File: src/rtl/cfg_pkg.sv
// rtl/cfg_pkg.sv - shared types and register map for the PWM configuration arbiter
package cfg_pkg;

  typedef enum logic {
    ARB_IDLE,
    ARB_WRITE
  } arb_state_t;

  localparam int REG_EN_OUT_LO = 0;
  localparam int REG_EN_OUT_HI = 1;
  localparam int REG_EN_PWM_LO = 2;
  localparam int REG_EN_PWM_HI = 3;
  localparam int REG_PWM_DUTY  = 4;
  localparam int NUM_CFG_REGS  = 5;

endpackage

File: src/rtl/rr_arb2.sv
// rtl/rr_arb2.sv - two-way round-robin grant with last-grant pointer
module rr_arb2 (
  input  logic       clk,
  input  logic       rst,
  input  logic [1:0] req,
  input  logic       ack,
  output logic [1:0] gnt
);

  // last_q holds the index granted on the most recent completed handshake
  logic last_q;
  logic last_d;

  always_comb begin
    gnt = req;
    if (req == 2'b11) begin
      gnt = last_q ? 2'b01 : 2'b10;
    end
  end

  always_comb begin
    last_d = last_q;
    if (ack && (gnt != 2'b00)) begin
      last_d = gnt[1];
    end
  end

  // Reset to "req 1 granted last" so req 0 wins the first tie
  always_ff @(posedge clk) begin
    if (rst) begin
      last_q <= 1'b1;
    end else begin
      last_q <= last_d;
    end
  end

endmodule

File: src/rtl/cfg_reg_arbiter.sv
// rtl/cfg_reg_arbiter.sv - arbitrated shadow/live configuration bank with period-aligned commit
module cfg_reg_arbiter
  import cfg_pkg::*;
#(
  parameter int ADDR_W      = 7,
  parameter int DATA_W      = 8,
  parameter int MAX_ADDRESS = 4,
  parameter int COMMIT_SYNC = 1
) (
  input  logic              clk,
  input  logic              rst,
  input  logic              spi_wr_valid,
  output logic              spi_wr_ready,
  input  logic [ADDR_W-1:0] spi_wr_addr,
  input  logic [DATA_W-1:0] spi_wr_data,
  input  logic              seq_wr_valid,
  output logic              seq_wr_ready,
  input  logic [ADDR_W-1:0] seq_wr_addr,
  input  logic [DATA_W-1:0] seq_wr_data,
  input  logic              pwm_period_end,
  output logic [DATA_W-1:0] en_reg_out_7_0,
  output logic [DATA_W-1:0] en_reg_out_15_8,
  output logic [DATA_W-1:0] en_reg_pwm_7_0,
  output logic [DATA_W-1:0] en_reg_pwm_15_8,
  output logic [DATA_W-1:0] pwm_duty_cycle,
  output logic              wr_err,
  output logic              cfg_pending
);

  arb_state_t        state_q, state_d;
  logic [ADDR_W-1:0] addr_q, addr_d;
  logic [DATA_W-1:0] data_q, data_d;
  logic              dirty_q, dirty_d;
  logic              wr_err_q, wr_err_d;
  logic [DATA_W-1:0] shadow_q [NUM_CFG_REGS];
  logic [DATA_W-1:0] shadow_d [NUM_CFG_REGS];
  logic [DATA_W-1:0] live_q   [NUM_CFG_REGS];
  logic [DATA_W-1:0] live_d   [NUM_CFG_REGS];

  logic [1:0] gnt;
  logic       ack;
  logic       dirty_set;
  logic       commit;
  logic       in_range;

  rr_arb2 u_rr_arb2 (
    .clk (clk),
    .rst (rst),
    .req ({seq_wr_valid, spi_wr_valid}),
    .ack (ack),
    .gnt (gnt)
  );

  assign in_range     = (addr_q <= ADDR_W'(MAX_ADDRESS));
  assign spi_wr_ready = !rst && (state_q == ARB_IDLE) && gnt[0];
  assign seq_wr_ready = !rst && (state_q == ARB_IDLE) && gnt[1];

  always_comb begin
    state_d   = state_q;
    addr_d    = addr_q;
    data_d    = data_q;
    shadow_d  = shadow_q;
    dirty_set = 1'b0;
    wr_err_d  = 1'b0;
    ack       = 1'b0;
    case (state_q)
      ARB_IDLE: begin
        if (gnt != 2'b00) begin
          ack     = !rst;
          state_d = ARB_WRITE;
          if (gnt[1]) begin
            addr_d = seq_wr_addr;
            data_d = seq_wr_data;
          end else begin
            addr_d = spi_wr_addr;
            data_d = spi_wr_data;
          end
        end
      end
      ARB_WRITE: begin
        state_d = ARB_IDLE;
        if (in_range) begin
          dirty_set = 1'b1;
          for (int i = 0; i < NUM_CFG_REGS; i++) begin
            if (addr_q == ADDR_W'(i)) begin
              shadow_d[i] = data_q;
            end
          end
        end else begin
          wr_err_d = 1'b1;
        end
      end
      default: state_d = ARB_IDLE;
    endcase
  end

  // Commit copies the shadow as it stood before this cycle's write; a
  // simultaneous write keeps dirty set so it goes out on the next commit.
  always_comb begin
    live_d = live_q;
    if (COMMIT_SYNC != 0) begin
      commit = pwm_period_end && dirty_q;
    end else begin
      commit = dirty_q;
    end
    if (commit) begin
      live_d = shadow_q;
    end
    dirty_d = dirty_set || (dirty_q && !commit);
  end

  always_ff @(posedge clk) begin
    if (rst) begin
      state_q  <= ARB_IDLE;
      addr_q   <= '0;
      data_q   <= '0;
      dirty_q  <= 1'b0;
      wr_err_q <= 1'b0;
      for (int i = 0; i < NUM_CFG_REGS; i++) begin
        shadow_q[i] <= '0;
        live_q[i]   <= '0;
      end
    end else begin
      state_q  <= state_d;
      addr_q   <= addr_d;
      data_q   <= data_d;
      dirty_q  <= dirty_d;
      wr_err_q <= wr_err_d;
      shadow_q <= shadow_d;
      live_q   <= live_d;
    end
  end

  assign en_reg_out_7_0  = live_q[REG_EN_OUT_LO];
  assign en_reg_out_15_8 = live_q[REG_EN_OUT_HI];
  assign en_reg_pwm_7_0  = live_q[REG_EN_PWM_LO];
  assign en_reg_pwm_15_8 = live_q[REG_EN_PWM_HI];
  assign pwm_duty_cycle  = live_q[REG_PWM_DUTY];
  assign wr_err          = wr_err_q;
  assign cfg_pending     = dirty_q;

endmodule

File: config.mk
export PLATFORM = sky130hd
export DESIGN_NAME = cfg_reg_arbiter
export DESIGN_NICKNAME = d
export VERILOG_FILES = /design/src/rtl/cfg_pkg.sv /design/src/rtl/rr_arb2.sv /design/src/rtl/cfg_reg_arbiter.sv
export SDC_FILE = /design/constraint.sdc
export NUM_CORES = 1
export LEC_CHECK = 0
export ABC_CLOCK_PERIOD_IN_PS = 1600
export CORE_MARGIN = 3
export CORE_UTILIZATION = 38
export CTS_CLUSTER_SIZE = 20
export DETAILED_ROUTE_END_ITERATION = 6
export GPL_TIMING_DRIVEN = 0
export SYNTH_ARGS = -nofsm -noshare
export SYNTH_HDL_FRONTEND = slang
export SYNTH_SLANG_ARGS = --single-unit
export TNS_END_PERCENT = 30
File: constraint.sdc
create_clock -name clk -period 1.6 [get_ports clk]
set_input_delay 0.32 -clock clk [delete_from_list [all_inputs] [get_ports clk]]
set_output_delay 0.32 -clock clk [all_outputs]
set_load 0.01 [all_outputs]
==> results.sh, run 1 <==
export IMPL_path_delay_family="buffers and inverters"
export IMPL_critPathLaunch="pwm_duty_cycle[1]"
export IMPL_yosys_area_top_type_share_pct=51.7
export IMPL_final_max_slew_viol_count=0
export IMPL_slew_headroom_pct=66.9
export IMPL_multi_input_area_mm2=0.00173
export IMPL_synth_compound_gate_area_share_pct=10.1
export IMPL_row_count=36
export IMPL_timing_rr_end="shadow_q[33]"
export IMPL_cts_tree="done"
export IMPL_yosysWarnings=0
export IMPL_core_area_mm2=0.00977
export IMPL_h_tree_depth=3
export IMPL_synth_fp_nets=459
export IMPL_hold_end="u_rr_arb2.last_q"
export IMPL_synth_xor_area_share_pct=0
export IMPL_avgRoutedWirePerCell_um=13.9
export IMPL_clock_latency_ps=360
export IMPL_min_path_type="in -> reg"
export IMPL_holdPathStages=2
export IMPL_ys_seq_area_share_pct=51.7
export IMPL_design_die_area_mm2=0.0113
export IMPL_clock_skew_ps=13.7
export IMPL_worstPathRequired_ps=1280
export IMPL_antenna_found_initial=0
export IMPL_ant_nets=0
export IMPL_setup_viol=0
export IMPL_crit_path_end_kind="output pin"
export IMPL_fill_cells=967
export IMPL_worst_path_max_delay_cell="clkdlybuf4s50_1"
export IMPL_drt_iter0_drc=113
export IMPL_grt_pass1_wl_um=15000
export IMPL_firstDrtPassIters=4
export IMPL_syn_inst=424
export IMPL_synthFlopType="dfxtp_1"
export IMPL_first_global_vias=3025
export IMPL_seq_area_mm2=0.00199
export IMPL_drc_errors=0
export IMPL_gp_congestion=0.741
export IMPL_fmax_ghz=0.642
export IMPL_hold_violations=0
export IMPL_path_buf_inv=1
export IMPL_stdcell_count=653
export IMPL_drive_gt1_share_pct=8.65
export IMPL_cp_num_cells=1
export IMPL_synth_edf_count=0
export IMPL_synthTopCellsByArea="dfxtp_1, nand2_1, mux2i_1"
export IMPL_p_leak_nw=2.43
export IMPL_cts_made_buffers=9
export IMPL_hpwl_um=6520
export IMPL_hp_start="seq_wr_valid"
export IMPL_cts_root_buf="clkbuf_8"
export IMPL_synth_simple_gate_area_share_pct=24.2
export IMPL_muxShareOfSynthArea_pct=10.5
export IMPL_status="finished clean"
export IMPL_cts_sinks=99
export IMPL_grt_max_degree=20
export IMPL_area_growth_pct=33.1
export IMPL_synth_area_leader_cell="dfxtp_1"
export IMPL_pre_cts_ws_ps=-898
export IMPL_synth_adder_area_share_pct=0
export IMPL_power_mw=4.73
export IMPL_regToRegStartpoint="state_q"
export IMPL_dp_cells=634
export IMPL_async_flop_share_pct=0
export IMPL_critPathKind="reg -> out"
export IMPL_fin_crit_ps=1560
export IMPL_io_pins=79
export IMPL_die_height_um=106
export IMPL_rsz0062_at_grt="false"
export IMPL_wl_um=9050
export IMPL_worst_pin_slew_ps=496
export IMPL_reg2reg_depth=4
export IMPL_max_cap_violations=0
export IMPL_vias=3064
export IMPL_avgSynthCellArea_um2=9.04
export IMPL_cp_slowest_stage_delay_ps=540
export IMPL_die_w_um=106
export IMPL_yosys_register_bits=99
export IMPL_synth_top_family_by_area="simple AND/OR/NAND/NOR gates"
export IMPL_path_clk_slew_ps=100
export IMPL_regToRegSetupSlack_ps=130
export IMPL_clk_path_buf_depth=2
export IMPL_numPortBuffers=77
export IMPL_critPathArrivalTime_ps=1240
export IMPL_syn_area_mm2=0.00383
export IMPL_via_per_inst=4.69
export IMPL_critPathMaxFanout=2
export IMPL_p_per_area_mw_per_mm2=928
export IMPL_synth_cell_types=28
export IMPL_period_share_pct=97.3
export IMPL_overflow=0
export IMPL_grtUsageTotal_pct=16.7
export IMPL_nNetsFinal=550
export IMPL_initial_utilization_pct=39.2
export IMPL_finalWorstSetupSlack_ps=43.0
export IMPL_startpoint_type="register"
export IMPL_path_cells="clkdlybuf4s50_1"
export IMPL_irDropWorstVdd_mv=0.355
export IMPL_n_antenna_cell=0
==> cell type report <==
type / instances / area share (%)
sequential: 99 / 39.0
multi-input combinational: 295 / 34.0
timing repair buffer: 82 / 16.8
tap: 133 / 3.26
buffer: 28 / 2.70
clock buffer: 10 / 2.50
clock inverter: 6 / 1.77
==> metrics by stage <==
stage          setup TNS, ps  hold slack, ps  cell area (um2)  utilization (%)
6_report                   0             400             5100             52.2
5_1_grt                    0             387             5100             52.2
4_1_cts                -28.8             387             4980             50.9
3_5_place_dp          -18790             446             4770             48.8
3_3_place_gp          -17250             444             4770             48.8
2_1_floorplan              0             432             3830                -
==> cells in the final DEF, fill, tap and decap left out, drive strengths merged <==
master         Yosys  final
a21bo              1      1
a21boi             1      1
a21oi             42     42
a221o              1      1
a311oi            15     15
and2               1      1
and3               1      1
buf                8     14
bufinv             0      2
clkbuf            22     31
clkdlybuf4s50      0     44
clkinvlp           0      4
dfxtp             99     99
dlygate4sd2        0      5
dlymetal6s2s       0     26
mux2i             40     40
nand2            111    111
nand2b            50     50
nand3              1      1
nand4              1      1
nand4b             3      3
nor2              18     18
nor2b              2      2
nor3               1      1
nor4               1      1
nor4b              2      2
o21ai              1      1
o21ba              1      1
or2b               1      1
==> kinds of logic (layout without fill, tap and decap cells) <==
family,after synthesis,after routing
buffers and inverters,30,126
AOI/OAI and AO/OA,62,62
muxes,40,40
DFF,99,99
and+or+nand+nor,193,193
==> sequential cells by signal, indices dropped and copies added (netlist names) <==
name / flops
shadow_q: 40
data_q: 8
en_reg_out_15_8: 8
en_reg_out_7_0: 8
en_reg_pwm_15_8: 8
en_reg_pwm_7_0: 8
pwm_duty_cycle: 8
addr_q: 7
cfg_pending: 1
state_q: 1
u_rr_arb2.last_q: 1
wr_err: 1
==> timing repair <==
| action | 4_1_cts | 5_1_grt |
|---|---|---|
| gates resized for setup | 23 | 37 |
| setup buffers | 0 | 5 |
| hold buffers | 0 | 0 |
| setup endpoints to repair | 5 | 68 |
==> synthesized netlist by cell type, types with 2 or more instances <==
master / count
nand2_1: 111
a311oi_1: 15
a21oi_1: 42
nor2b_1: 2
buf_4: 3
dfxtp_1: 99
nor2_1: 18
nand4b_1: 3
buf_2: 3
mux2i_1: 40
nand2b_1: 50
clkbuf_1: 22
==> worst max-delay path by stage <==
| stage | slack, ps | end |
|---|---|---|
| floorplan | 90 | seq_wr_ready |
| global placement | -930 | seq_wr_ready |
| detailed placement | -900 | seq_wr_ready |
| CTS | -30 | seq_wr_ready |
| global route | 0.2 | en_reg_out_7_0[5] |
| finish | 40 | pwm_duty_cycle[1] |
==> where the power goes <==
group | total, mW | internal, mW | switching, mW
registers | 2.57 | 2.52 | 0.0504
logic | 0.425 | 0.205 | 0.220
clock network | 1.74 | 0.881 | 0.858
==> per-layer routing <==
layer | vias to the layer above | part of all wire [%] | GRT usage, %
met5 | - | 0 | 0
met1 | 1396 | 47 | 22.8
met3 | 8 | 5.2 | 3.64
met2 | 68 | 47 | 26.6
met4 | 0 | 1.0 | 5.21
li1 | 1592 | - | -
Power figures use the tool's default switching activity.
==> run 2, diff against run 1 <==
CORE_UTILIZATION = 47   (was 38)
PLACE_DENSITY = 0.74   (was default)
==> run 2 against run 1 <==
Sequential power about the same. First-iteration DRC count decreased by 34%. Critical endpoint is now wr_err. Final area shrank 1.2%. Utilization rose by 12 points.
==> results.sh, run 2 (synthesized netlist as in run 1, its figures left out) <==
export IMPL_status="finished clean"
export IMPL_final_max_slew_viol_count=0
export IMPL_path_cells="clkdlybuf4s50_1"
export IMPL_ant_nets=0
export IMPL_finalWorstSetupSlack_ps=34.1
export IMPL_setup_viol=0
export IMPL_cts_made_buffers=9
export IMPL_wl_um=8560
export IMPL_hpwl_um=6160
export IMPL_final_area_mm2=0.00504
export IMPL_io_pins=79
export IMPL_avgRoutedWirePerCell_um=13.9
export IMPL_cts_root_buf="clkbuf_8"
export IMPL_initial_utilization_pct=49.1
export IMPL_overflow=0
export IMPL_area_growth_pct=31.5
export IMPL_cts_sinks=99
export IMPL_numPortBuffers=77
export IMPL_slew_headroom_pct=67.6
export IMPL_cp_slowest_stage_delay_ps=550
export IMPL_row_count=32
export IMPL_firstDrtPassIters=4
export IMPL_path_delay_family="buffers and inverters"
export IMPL_cts_tree="done"
export IMPL_via_per_inst=5.02
export IMPL_largest_register="shadow_q"
export IMPL_rsz0062_at_grt="true"
export IMPL_fmax_ghz=0.639
export IMPL_crit_path_end_kind="output pin"
export IMPL_irDropWorstVdd_mv=0.487
export IMPL_die_w_um=96.3
export IMPL_first_global_vias=3094
export IMPL_final_core_util_pct=64.5
export IMPL_p_per_area_mw_per_mm2=964
export IMPL_pre_cts_ws_ps=-868
export IMPL_antenna_found_initial=0
export IMPL_worstPathRequired_ps=1280
export IMPL_grtUsageTotal_pct=20.2
export IMPL_path_clk_slew_ps=90
export IMPL_critPathKind="reg -> out"
export IMPL_critPathMaxFanout=1
export IMPL_n_antenna_cell=0
export IMPL_worst_pin_slew_ps=486
export IMPL_max_cap_violations=0
export IMPL_clock_latency_ps=350
export IMPL_startpoint_type="register"
export IMPL_clock_skew_ps=6.23
export IMPL_drc_errors=0
export IMPL_worst_path_max_delay_cell="clkdlybuf4s50_1"
export IMPL_path_buf_inv=1
export IMPL_nNetsFinal=546
export IMPL_critPathArrivalTime_ps=1250
export IMPL_hold_violations=0
export IMPL_layout_common_cells="nand2_1, dfxtp_1, nand2b_1"
export IMPL_h_tree_depth=3
export IMPL_grt_max_degree=20
export IMPL_min_path_type="in -> reg"
export IMPL_clk_path_buf_depth=2
export IMPL_die_height_um=96.3
export IMPL_period_share_pct=97.9
export IMPL_drt_iter0_drc=75
export IMPL_grt_pass1_wl_um=14500
export IMPL_drive_gt1_share_pct=7.17
export IMPL_largest_reg_flops=40
export IMPL_fin_crit_ps=1570
export IMPL_core_area_mm2=0.00781
export IMPL_p_leak_nw=2.37
export IMPL_design_die_area_mm2=0.00927
export IMPL_vias=3100
export IMPL_final_common_cell="nand2_1"
export IMPL_gp_congestion=0.777
export IMPL_postPlaceCellArea_mm2=0.00473
-- run 2: through the flow --
stage,std cells,hold slack (ps),power (mW),setup TNS (ps)
detailed placement,603,447,3.03,-16950
floorplan,424,432,2.85,0
global route,618,428,5.05,-37.2
global placement,603,442,3.03,-15420
CTS,618,406,4.89,0
finish,618,424,4.86,0
-- run 2: area by class of cell --
| type | count | area (um2) |
|---|---|---|
| tap | 102 | 128 |
| fill | 678 | 2770 |
| multi-input combinational | 295 | 1730 |
| sequential | 99 | 1980 |
| clock buffer | 11 | 141 |
| clock inverter | 5 | 100 |
| timing repair buffer | 78 | 822 |
| buffer | 28 | 138 |
-- run 2: routing by layer --
metal,GRT usage (%),part of all wire [%]
met1,26.1,47
met2,33.4,48
met3,4.69,4.1
met4,6.16,1.8
met5,0,0
-- run 2: path summary, 6_finish.rpt --
check,start,end,slack [ps],cells after the start
max,wr_err,wr_err,30,1
min,seq_wr_valid,u_rr_arb2.last_q,420,2
max reg2reg,state_q,shadow_q[35],140,4
min reg2reg,shadow_q[15],en_reg_pwm_15_8[7],450,2
-- run 2: timing repair --
action / in CTS / in global routing
gates resized for setup: 22 / 27
buffers inserted: 1 / 0
hold buffers: 0 / 0
endpoints found under the setup margin: 3 / 45
pin swaps: 1 / 0
-- run 2: power breakdown --
part | internal (mW) | total, mW | switching (mW)
clock network | 1.08 | 1.88 | 0.803
registers | 2.52 | 2.57 | 0.0492
logic | 0.196 | 0.412 | 0.217
